### config.mk
export PLATFORM = sky130hd
export DESIGN_NAME = taxi_eth_lfc_ctrl
export DESIGN_NICKNAME = d
export VERILOG_FILES = /design/src/rtl/taxi_eth_lfc_ctrl.sv
export SDC_FILE = /design/constraint.sdc
export NUM_CORES = 1
export LEC_CHECK = 0
export ABC_AREA = 1
export BUFFER_PORTS_ARGS = -buffer_cell sky130_fd_sc_hd__buf_2
export CORE_ASPECT_RATIO = 0.75
export CORE_UTILIZATION = 40
export CTS_BUF_LIST = sky130_fd_sc_hd__clkbuf_2 sky130_fd_sc_hd__clkbuf_4 sky130_fd_sc_hd__clkbuf_8
export CTS_CLUSTER_DIAMETER = 50
export DETAILED_ROUTE_END_ITERATION = 8
export HOLD_SLACK_MARGIN = 0.08
export PLACE_DENSITY = 0.74
export RECOVER_POWER = 50
export SYNTH_ARGS = -nofsm -noshare
export SYNTH_HDL_FRONTEND = slang
export SYNTH_SLANG_ARGS = --single-unit
### constraint.sdc
create_clock -name clk -period 2.23 [get_ports clk]
set_input_delay 0.223 -clock clk [delete_from_list [all_inputs] [get_ports clk]]
set_output_delay 0.223 -clock clk [all_outputs]
set_load 0.01 [all_outputs]
### src/rtl/taxi_eth_lfc_ctrl.sv
// PAUSE (XON/XOFF) scheduler for the MAC: watermark hysteresis, minimum XOFF hold, periodic resend.
// Optional statistics counters are built when TAXI_LFC_CTRL_STATS_EN is defined.
module taxi_eth_lfc_ctrl #(
    parameter int FILL_W = 16,
    parameter int CNT_W  = 16
) (
    input  logic              clk,
    input  logic              rst_n,
    input  logic              enable,
    input  logic [FILL_W-1:0] fill_level,
    input  logic [FILL_W-1:0] cfg_high_wm,
    input  logic [FILL_W-1:0] cfg_low_wm,
    input  logic [CNT_W-1:0]  cfg_refresh,
    input  logic [CNT_W-1:0]  cfg_hold,
    output logic              tx_lfc_req,
    output logic              tx_lfc_resend,
    output logic              xoff_active,
    output logic              cfg_err,
    input  logic              rx_lfc_req,
    output logic              rx_lfc_ack,
    output logic [CNT_W-1:0]  stat_xoff_events,
    output logic [CNT_W-1:0]  stat_rx_paused_cycles
);

    typedef enum logic {
        ST_XON  = 1'b0,
        ST_XOFF = 1'b1
    } state_t;

    localparam logic [CNT_W-1:0] CNT_ONE = CNT_W'(1);

    state_t           state_reg, state_next;
    logic [CNT_W-1:0] hold_tmr_reg, hold_tmr_next;
    logic [CNT_W-1:0] refresh_tmr_reg, refresh_tmr_next;
    logic             resend_reg, resend_next;
    logic             cfg_err_reg;
    logic             ack_reg;

    always_comb begin
        state_next       = state_reg;
        hold_tmr_next    = hold_tmr_reg;
        refresh_tmr_next = refresh_tmr_reg;
        resend_next      = 1'b0;
        case (state_reg)
            ST_XON: begin
                if (enable && !cfg_err_reg && (fill_level >= cfg_high_wm)) begin
                    state_next       = ST_XOFF;
                    hold_tmr_next    = cfg_hold;
                    refresh_tmr_next = cfg_refresh;
                end
            end
            ST_XOFF: begin
                // Loss of enable or a bad config bypasses the hold timer.
                if (((fill_level <= cfg_low_wm) && (hold_tmr_reg == '0)) || !enable || cfg_err_reg) begin
                    state_next = ST_XON;
                end else begin
                    if (hold_tmr_reg != '0) begin
                        hold_tmr_next = hold_tmr_reg - CNT_ONE;
                    end
                    if ((refresh_tmr_reg == CNT_ONE) && (cfg_refresh != '0)) begin
                        resend_next      = 1'b1;
                        refresh_tmr_next = cfg_refresh;
                    end else if (refresh_tmr_reg != '0) begin
                        refresh_tmr_next = refresh_tmr_reg - CNT_ONE;
                    end
                end
            end
            default: state_next = ST_XON;
        endcase
    end

    always_ff @(posedge clk) begin
        if (!rst_n) begin
            state_reg       <= ST_XON;
            hold_tmr_reg    <= '0;
            refresh_tmr_reg <= '0;
            resend_reg      <= 1'b0;
            cfg_err_reg     <= 1'b0;
            ack_reg         <= 1'b0;
        end else begin
            state_reg       <= state_next;
            hold_tmr_reg    <= hold_tmr_next;
            refresh_tmr_reg <= refresh_tmr_next;
            resend_reg      <= resend_next;
            cfg_err_reg     <= (cfg_low_wm >= cfg_high_wm);
            ack_reg         <= rx_lfc_req;
        end
    end

    assign tx_lfc_req    = (state_reg == ST_XOFF);
    assign xoff_active   = (state_reg == ST_XOFF);
    assign tx_lfc_resend = resend_reg;
    assign cfg_err       = cfg_err_reg;
    assign rx_lfc_ack    = ack_reg;

`ifdef TAXI_LFC_CTRL_STATS_EN
    logic [CNT_W-1:0] xoff_events_reg;
    logic [CNT_W-1:0] paused_cycles_reg;

    // Both counters stick at all-ones rather than wrapping.
    always_ff @(posedge clk) begin
        if (!rst_n) begin
            xoff_events_reg   <= '0;
            paused_cycles_reg <= '0;
        end else begin
            if ((state_reg == ST_XON) && (state_next == ST_XOFF) && (xoff_events_reg != '1)) begin
                xoff_events_reg <= xoff_events_reg + CNT_ONE;
            end
            if (rx_lfc_req && ack_reg && (paused_cycles_reg != '1)) begin
                paused_cycles_reg <= paused_cycles_reg + CNT_ONE;
            end
        end
    end

    assign stat_xoff_events      = xoff_events_reg;
    assign stat_rx_paused_cycles = paused_cycles_reg;
`else
    assign stat_xoff_events      = '0;
    assign stat_rx_paused_cycles = '0;
`endif

endmodule
==> metrics.csv, run 1 <==
metric,value,unit
"Hold Vio Cnt, Final",0,
post-synthesis cell count,645,
WP data required,2.43,ns
Max Buffers Root-to-Sink,2,
Post-CTS Setup Bufs,0,
gpl congestion,0.8396,
final cell count without fillers,861,
f_max,500.2,MHz
# IOs,121,
Syn Area/Cell,6.334,µm²
cell family with most CP delay,simple AND/OR/NAND/NOR gates,
fin crit period,1.999,ns
Final Slew Violations,0,
Final Setup Violations,0,
most frequent cells in the layout,"nand2_1, nor2_1, buf_2, inv_1, ha_1",
Most common cell on crit path,nand2_2,
n_diodes,0,
Unique masters post-synth,39,
worst slew pin tran,0.6893,ns
hold_buf cts,0,
grt ovf,0,
Buffers & Inverters on Critical Path,3,
metal3 WL,563,µm
top cell type's share of synthesized area,0.1764,
VDD IR max,0.0003298,V
relative slew slack,0.5405,
CTS tree,done,
Initial Util,0.4179,
Core Area,9774,µm²
cells taking the most area after synthesis,"dfxtp_1, ha_1, nand2_1",
synth warn,0,
crit share post-route,0.8965,
Tot Pwr,2630,µW
Max Used Layer,met4,
initial DRC count,184,
vias in the first global route,3604,
Final Net Count,863,
unrepaired setup endpoints after global routing,no,
placed insts,853,
CP max stage delay,0.33,ns
Avg Vias per Cell,4.669,
post-route ant nets,0,
sequential area share after synthesis,0.1764,
"area leader, netlist",dfxtp_1,
Layout area overhead,13.17,%
cts bufs inserted,5,
worst skew pair latency,0.30,ns
P_leak,0.002565,µW
"leading cell type in the layout, fill and taps excluded",nand2_1,
Post-synth top flop,dfxtp_1,
clk sinks,36,
Total GRT Usage,0.1851,
CP Class,reg -> reg,
Worst Setup Start Kind,flip-flop,
worst-case clock skew,0.01110,ns
WL/cell,10.99,µm
slowest stage cell on the critical path,dfxtp_1,
antenna violations before repair,0,
setup TNS,0,ns
DR pass1 iterations,4,
Hold Path Class,in -> reg,
first-pass GRT wire length,16020,µm
die height,89.52,µm
status,completed,
met2 wire length,4015,µm
crit-path cells,inv_1 > ha_1 > inv_1 > nor2_2 > nand2_2 > nor2_4 > nand3_2 > nand2_2 > nand2_2 > buf_12 > o21ai_0 > nor2_1,
die width,118.7,µm
Post-Route M1 WL,4810,µm
DR vias,4020,
port bufs,88,
Crit Path Max Fanout,14,
H-tree depth,2,
"Cell Area, Synth",4085,µm²
clock slew at reported path FFs,0.08,ns
Max Cap Viol,0,
post-CTS resize count,0,
DIE AREA,10630,µm²
DRC viols,0,
Layout fillers,1046,
final core utilization,0.4730,
CTS root buf,clkbuf_8,
FP Rows,31,
dpl hpwl,7518,µm
Seq cells post-synth,36,
Worst EP arrival,2.20,ns
Routed WL,9466,µm
largest net degree at the start of global routing,37,
PwrDens,568.8,nW/µm²
share of cells above drive strength 1,0.1852,
crit end category,flip-flop,
"FFs w/ async S/R, synth",0,
Post-synth EDFFs,0,
[cell usage after synthesis, types with 3 or more instances]
library cell,count
buf_6,3
xor2_1,14
a31oi_1,3
nand3_1,35
inv_1,74
buf_4,34
nor3_1,9
a21oi_1,44
buf_2,6
o21ai_0,31
nor3_4,3
dfxtp_1,36
nand2_1,135
nand4_1,9
inv_2,10
ha_1,51
nor2_1,101
nand2_2,9
o21ai_1,3
clkbuf_1,7
nor2_2,3
[cell type report]
cell class	instances	area, µm²	area share
sequential	36	720.7	0.1559
clock inverter	3	42.54	0.009202
inverter	84	315.3	0.06820
multi-input combinational	505	2805	0.6068
timing repair buffer	96	505.5	0.1093
clock buffer	5	68.82	0.01488
tap	132	165.2	0.03572
[per-stage QoR]
stage | instance area [µm²] | hold WS [ns] | setup WS [ns]
3_3_place_gp | 4519 | 0.4096 | 0.1914
4_1_cts | 4631 | 0.1009 | 0.2372
6_report | 4623 | 0.1082 | 0.2308
3_5_place_dp | 4519 | 0.4111 | 0.1833
2_1_floorplan | 4202 | 0.3206 | 0.5558
5_1_grt | 4623 | 0.09983 | 0.02381
[routing by layer]
layer	vias up	GRT usage
met3	9	0.02997
met1	1724	0.2543
met5	-	0
li1	2169	-
met4	0	0.04143
met2	118	0.3062
[kinds of logic (layout without fill, tap and decap cells)]
family	Yosys count	after routing	synth area share
other	1	32	0.0009180
and+or+nand+nor	317	317	0.3510
DFF	36	36	0.1764
adders and majority gates	51	51	0.1562
xor gates and xnor gates	14	14	0.03002
AOI/OAI and AO/OA	89	89	0.1152
muxes	2	2	0.004901
buffers and inverters	135	188	0.1654
[report_power, final]
group	switching (µW)	internal, µW	total (µW)	leakage [µW]
registers	85.8	724	809	0.000296
logic	751	475	1230	0.00221
clock network	264	331	595	0.0000541
[worst register-to-register path, stage by stage (launching register included)]
cell     delay (ns)
dfxtp_1        0.33
inv_1          0.12
ha_1           0.22
inv_1          0.09
nor2_2         0.12
nand2_2        0.09
nor2_4         0.16
nand3_2        0.10
nand2_2        0.12
nand2_2        0.15
buf_12         0.19
o21ai_0        0.16
nor2_1         0.05
[final timing paths]
kind / cells after the start / to / startpoint / slack [ns]
max: 12 / hold_tmr_reg[1] / hold_tmr_reg[0] / 0.23
min: 3 / rx_lfc_ack / rx_lfc_req / 0.11
max reg2reg: 12 / hold_tmr_reg[1] / hold_tmr_reg[0] / 0.23
min reg2reg: 2 / hold_tmr_reg[3] / hold_tmr_reg[3] / 0.51
(Power assumes the default switching activity.)
==> inputs of run 2 (changes only) <==
==> constraint.sdc (replaced) <==
create_clock -name clk -period 2.23 [get_ports clk]
set_input_delay 0.3345 -clock clk [delete_from_list [all_inputs] [get_ports clk]]
set_output_delay 0.3345 -clock clk [all_outputs]
set_load 0.01 [all_outputs]
==> run 2 against run 1 <==
Compared with the run above: largest power group unchanged; critical endpoint is now hold_tmr_reg[10]; wire length is 1.8% lower; global-route usage rose by 0.16 points; highest routed layer unchanged; clock skew hardly changed; critical path type unchanged; clock power fell by 0.8%; utilization up 0.17 points; maximum frequency increased by 3.1%; via count shrank 1.0%.
==> metrics.csv, run 2 (synthesis results as in run 1) <==
metric,value,unit
CP max stage delay,0.32,ns
Routed WL,9297,µm
post-route ant nets,0,
Hold Path Class,in -> reg,
WL/cell,10.79,µm
CP Class,reg -> reg,
DRC viols,0,
status,completed,
"leading cell type in the layout, fill and taps excluded",nand2_1,
port bufs,88,
vias in the first global route,3549,
first-pass GRT wire length,16200,µm
die width,118.7,µm
Layout fillers,1034,
Worst EP arrival,2.13,ns
Final Setup Violations,0,
cell family with most CP delay,simple AND/OR/NAND/NOR gates,
clock slew at reported path FFs,0.08,ns
Initial Util,0.4179,
PwrDens,564.9,nW/µm²
grt ovf,0,
Max Buffers Root-to-Sink,2,
setup TNS,0,ns
Buffers & Inverters on Critical Path,3,
crit end category,flip-flop,
H-tree depth,2,
dpl hpwl,7372,µm
relative slew slack,0.5398,
Most common cell on crit path,nand2_2,
gpl congestion,0.8425,
Post-Route M1 WL,4839,µm
Total GRT Usage,0.1867,
unrepaired setup endpoints after global routing,no,
P_leak,0.002577,µW
metal3 WL,590,µm
largest net degree at the start of global routing,37,
slowest stage cell on the critical path,dfxtp_1,
worst skew pair latency,0.29,ns
f_max,515.8,MHz
initial DRC count,162,
# IOs,121,
Post-CTS Setup Bufs,0,
most frequent cells in the layout,"nand2_1, nor2_1, buf_2, inv_1, ha_1",
worst-case clock skew,0.01123,ns
crit share post-route,0.8693,
share of cells above drive strength 1,0.1849,
Worst Setup Start Kind,flip-flop,
fin crit period,1.939,ns
cts bufs inserted,5,
DIE AREA,10630,µm²
Avg Vias per Cell,4.615,
"Hold Vio Cnt, Final",0,
CTS root buf,clkbuf_8,
area occupied by registers,720.7,µm²
Worst Slack Setup Final,0.2914,ns
DR vias,3978,
antenna violations before repair,1,
Layout area overhead,13.57,%
dpl ws,0.1702,ns
DR pass1 iterations,4,
Core Area,9774,µm²
worst slew pin tran,0.6902,ns
crit-path cells,inv_1 > ha_1 > inv_1 > nor2_2 > nand2_2 > nor2_4 > nand3_2 > nand2_2 > nand2_2 > clkbuf_1 > o21ai_0 > nor2_1,
n_diodes,0,
die height,89.52,µm
Max Cap Viol,0,
clk sinks,36,
Crit Path Max Fanout,6,
Final Net Count,864,
hold_buf cts,0,
VDD IR max,0.0002842,V
Max Used Layer,met4,
met2 wire length,3803,µm
post-CTS resize count,0,
WP data required,2.42,ns
CTS tree,done,
Final Slew Violations,0,
FP Rows,31,
area of the multi-input gates,2805,µm²
-- run 2: changes by cell type in the layout (fill, tap and decap cells not counted) --
cell	change
clkinvlp_4	-1
buf_12	+1
clkbuf_1	+1
buf_4	-1
clkbuf_4	+1
-- run 2: metrics by stage --
stage	instance area (µm²)	util	instances	power, µW	hold slack [ns]
2_1_floorplan	4202	-	676	1792	0.4321
6_report	4639	0.4747	862	2621	0.2264
3_3_place_gp	4539	0.4644	854	2030	0.4851
5_1_grt	4639	0.4747	862	2872	0.2139
4_1_cts	4651	0.4758	862	2637	0.2163
3_5_place_dp	4539	0.4644	854	2036	0.4882
-- run 2: worst register-to-register path, cell delays in order (launching register included) --
cell and delay, ns:
dfxtp_1 0.32, inv_1 0.11, ha_1 0.22, inv_1 0.09
nor2_2 0.13, nand2_2 0.09, nor2_4 0.15, nand3_2 0.09
nand2_2 0.12, nand2_2 0.10, clkbuf_1 0.18, o21ai_0 0.18
nor2_1 0.05
-- run 2: path summary, 6_finish.rpt --
kind | startpoint | to | slack (ns) | depth (start not counted)
worst max-delay path | hold_tmr_reg[0] | hold_tmr_reg[10] | 0.29 | 12
worst min-delay path | rx_lfc_req | rx_lfc_ack | 0.23 | 3
worst max register to register | hold_tmr_reg[0] | hold_tmr_reg[10] | 0.29 | 12
worst min register to register | hold_tmr_reg[3] | hold_tmr_reg[3] | 0.50 | 2
-- run 2: routing by layer --
| layer | global-route usage | vias up |
|---|---|---|
| li1 | - | 2177 |
| met1 | 0.2652 | 1679 |
| met2 | 0.2935 | 116 |
| met3 | 0.03253 | 6 |
| met4 | 0.04488 | 0 |
| met5 | 0 | - |
-- run 2: area by class of cell --
| class | instances | area share |
|---|---|---|
| Clock inverter | 2 | 0.007551 |
| Multi-Input combinational cell | 505 | 0.6046 |
| Timing Repair Buffer | 97 | 0.1125 |
| Inverter | 84 | 0.06796 |
| Clock buffer | 6 | 0.01645 |
| Tap cell | 132 | 0.03560 |
| Sequential cell | 36 | 0.1553 |
-- run 2: report_power, final --
part / internal [µW] / total [µW] / switching (µW)
Sequential: 724 / 814 / 90.9
Clock: 344 / 590 / 246
Combinational: 477 / 1220 / 740
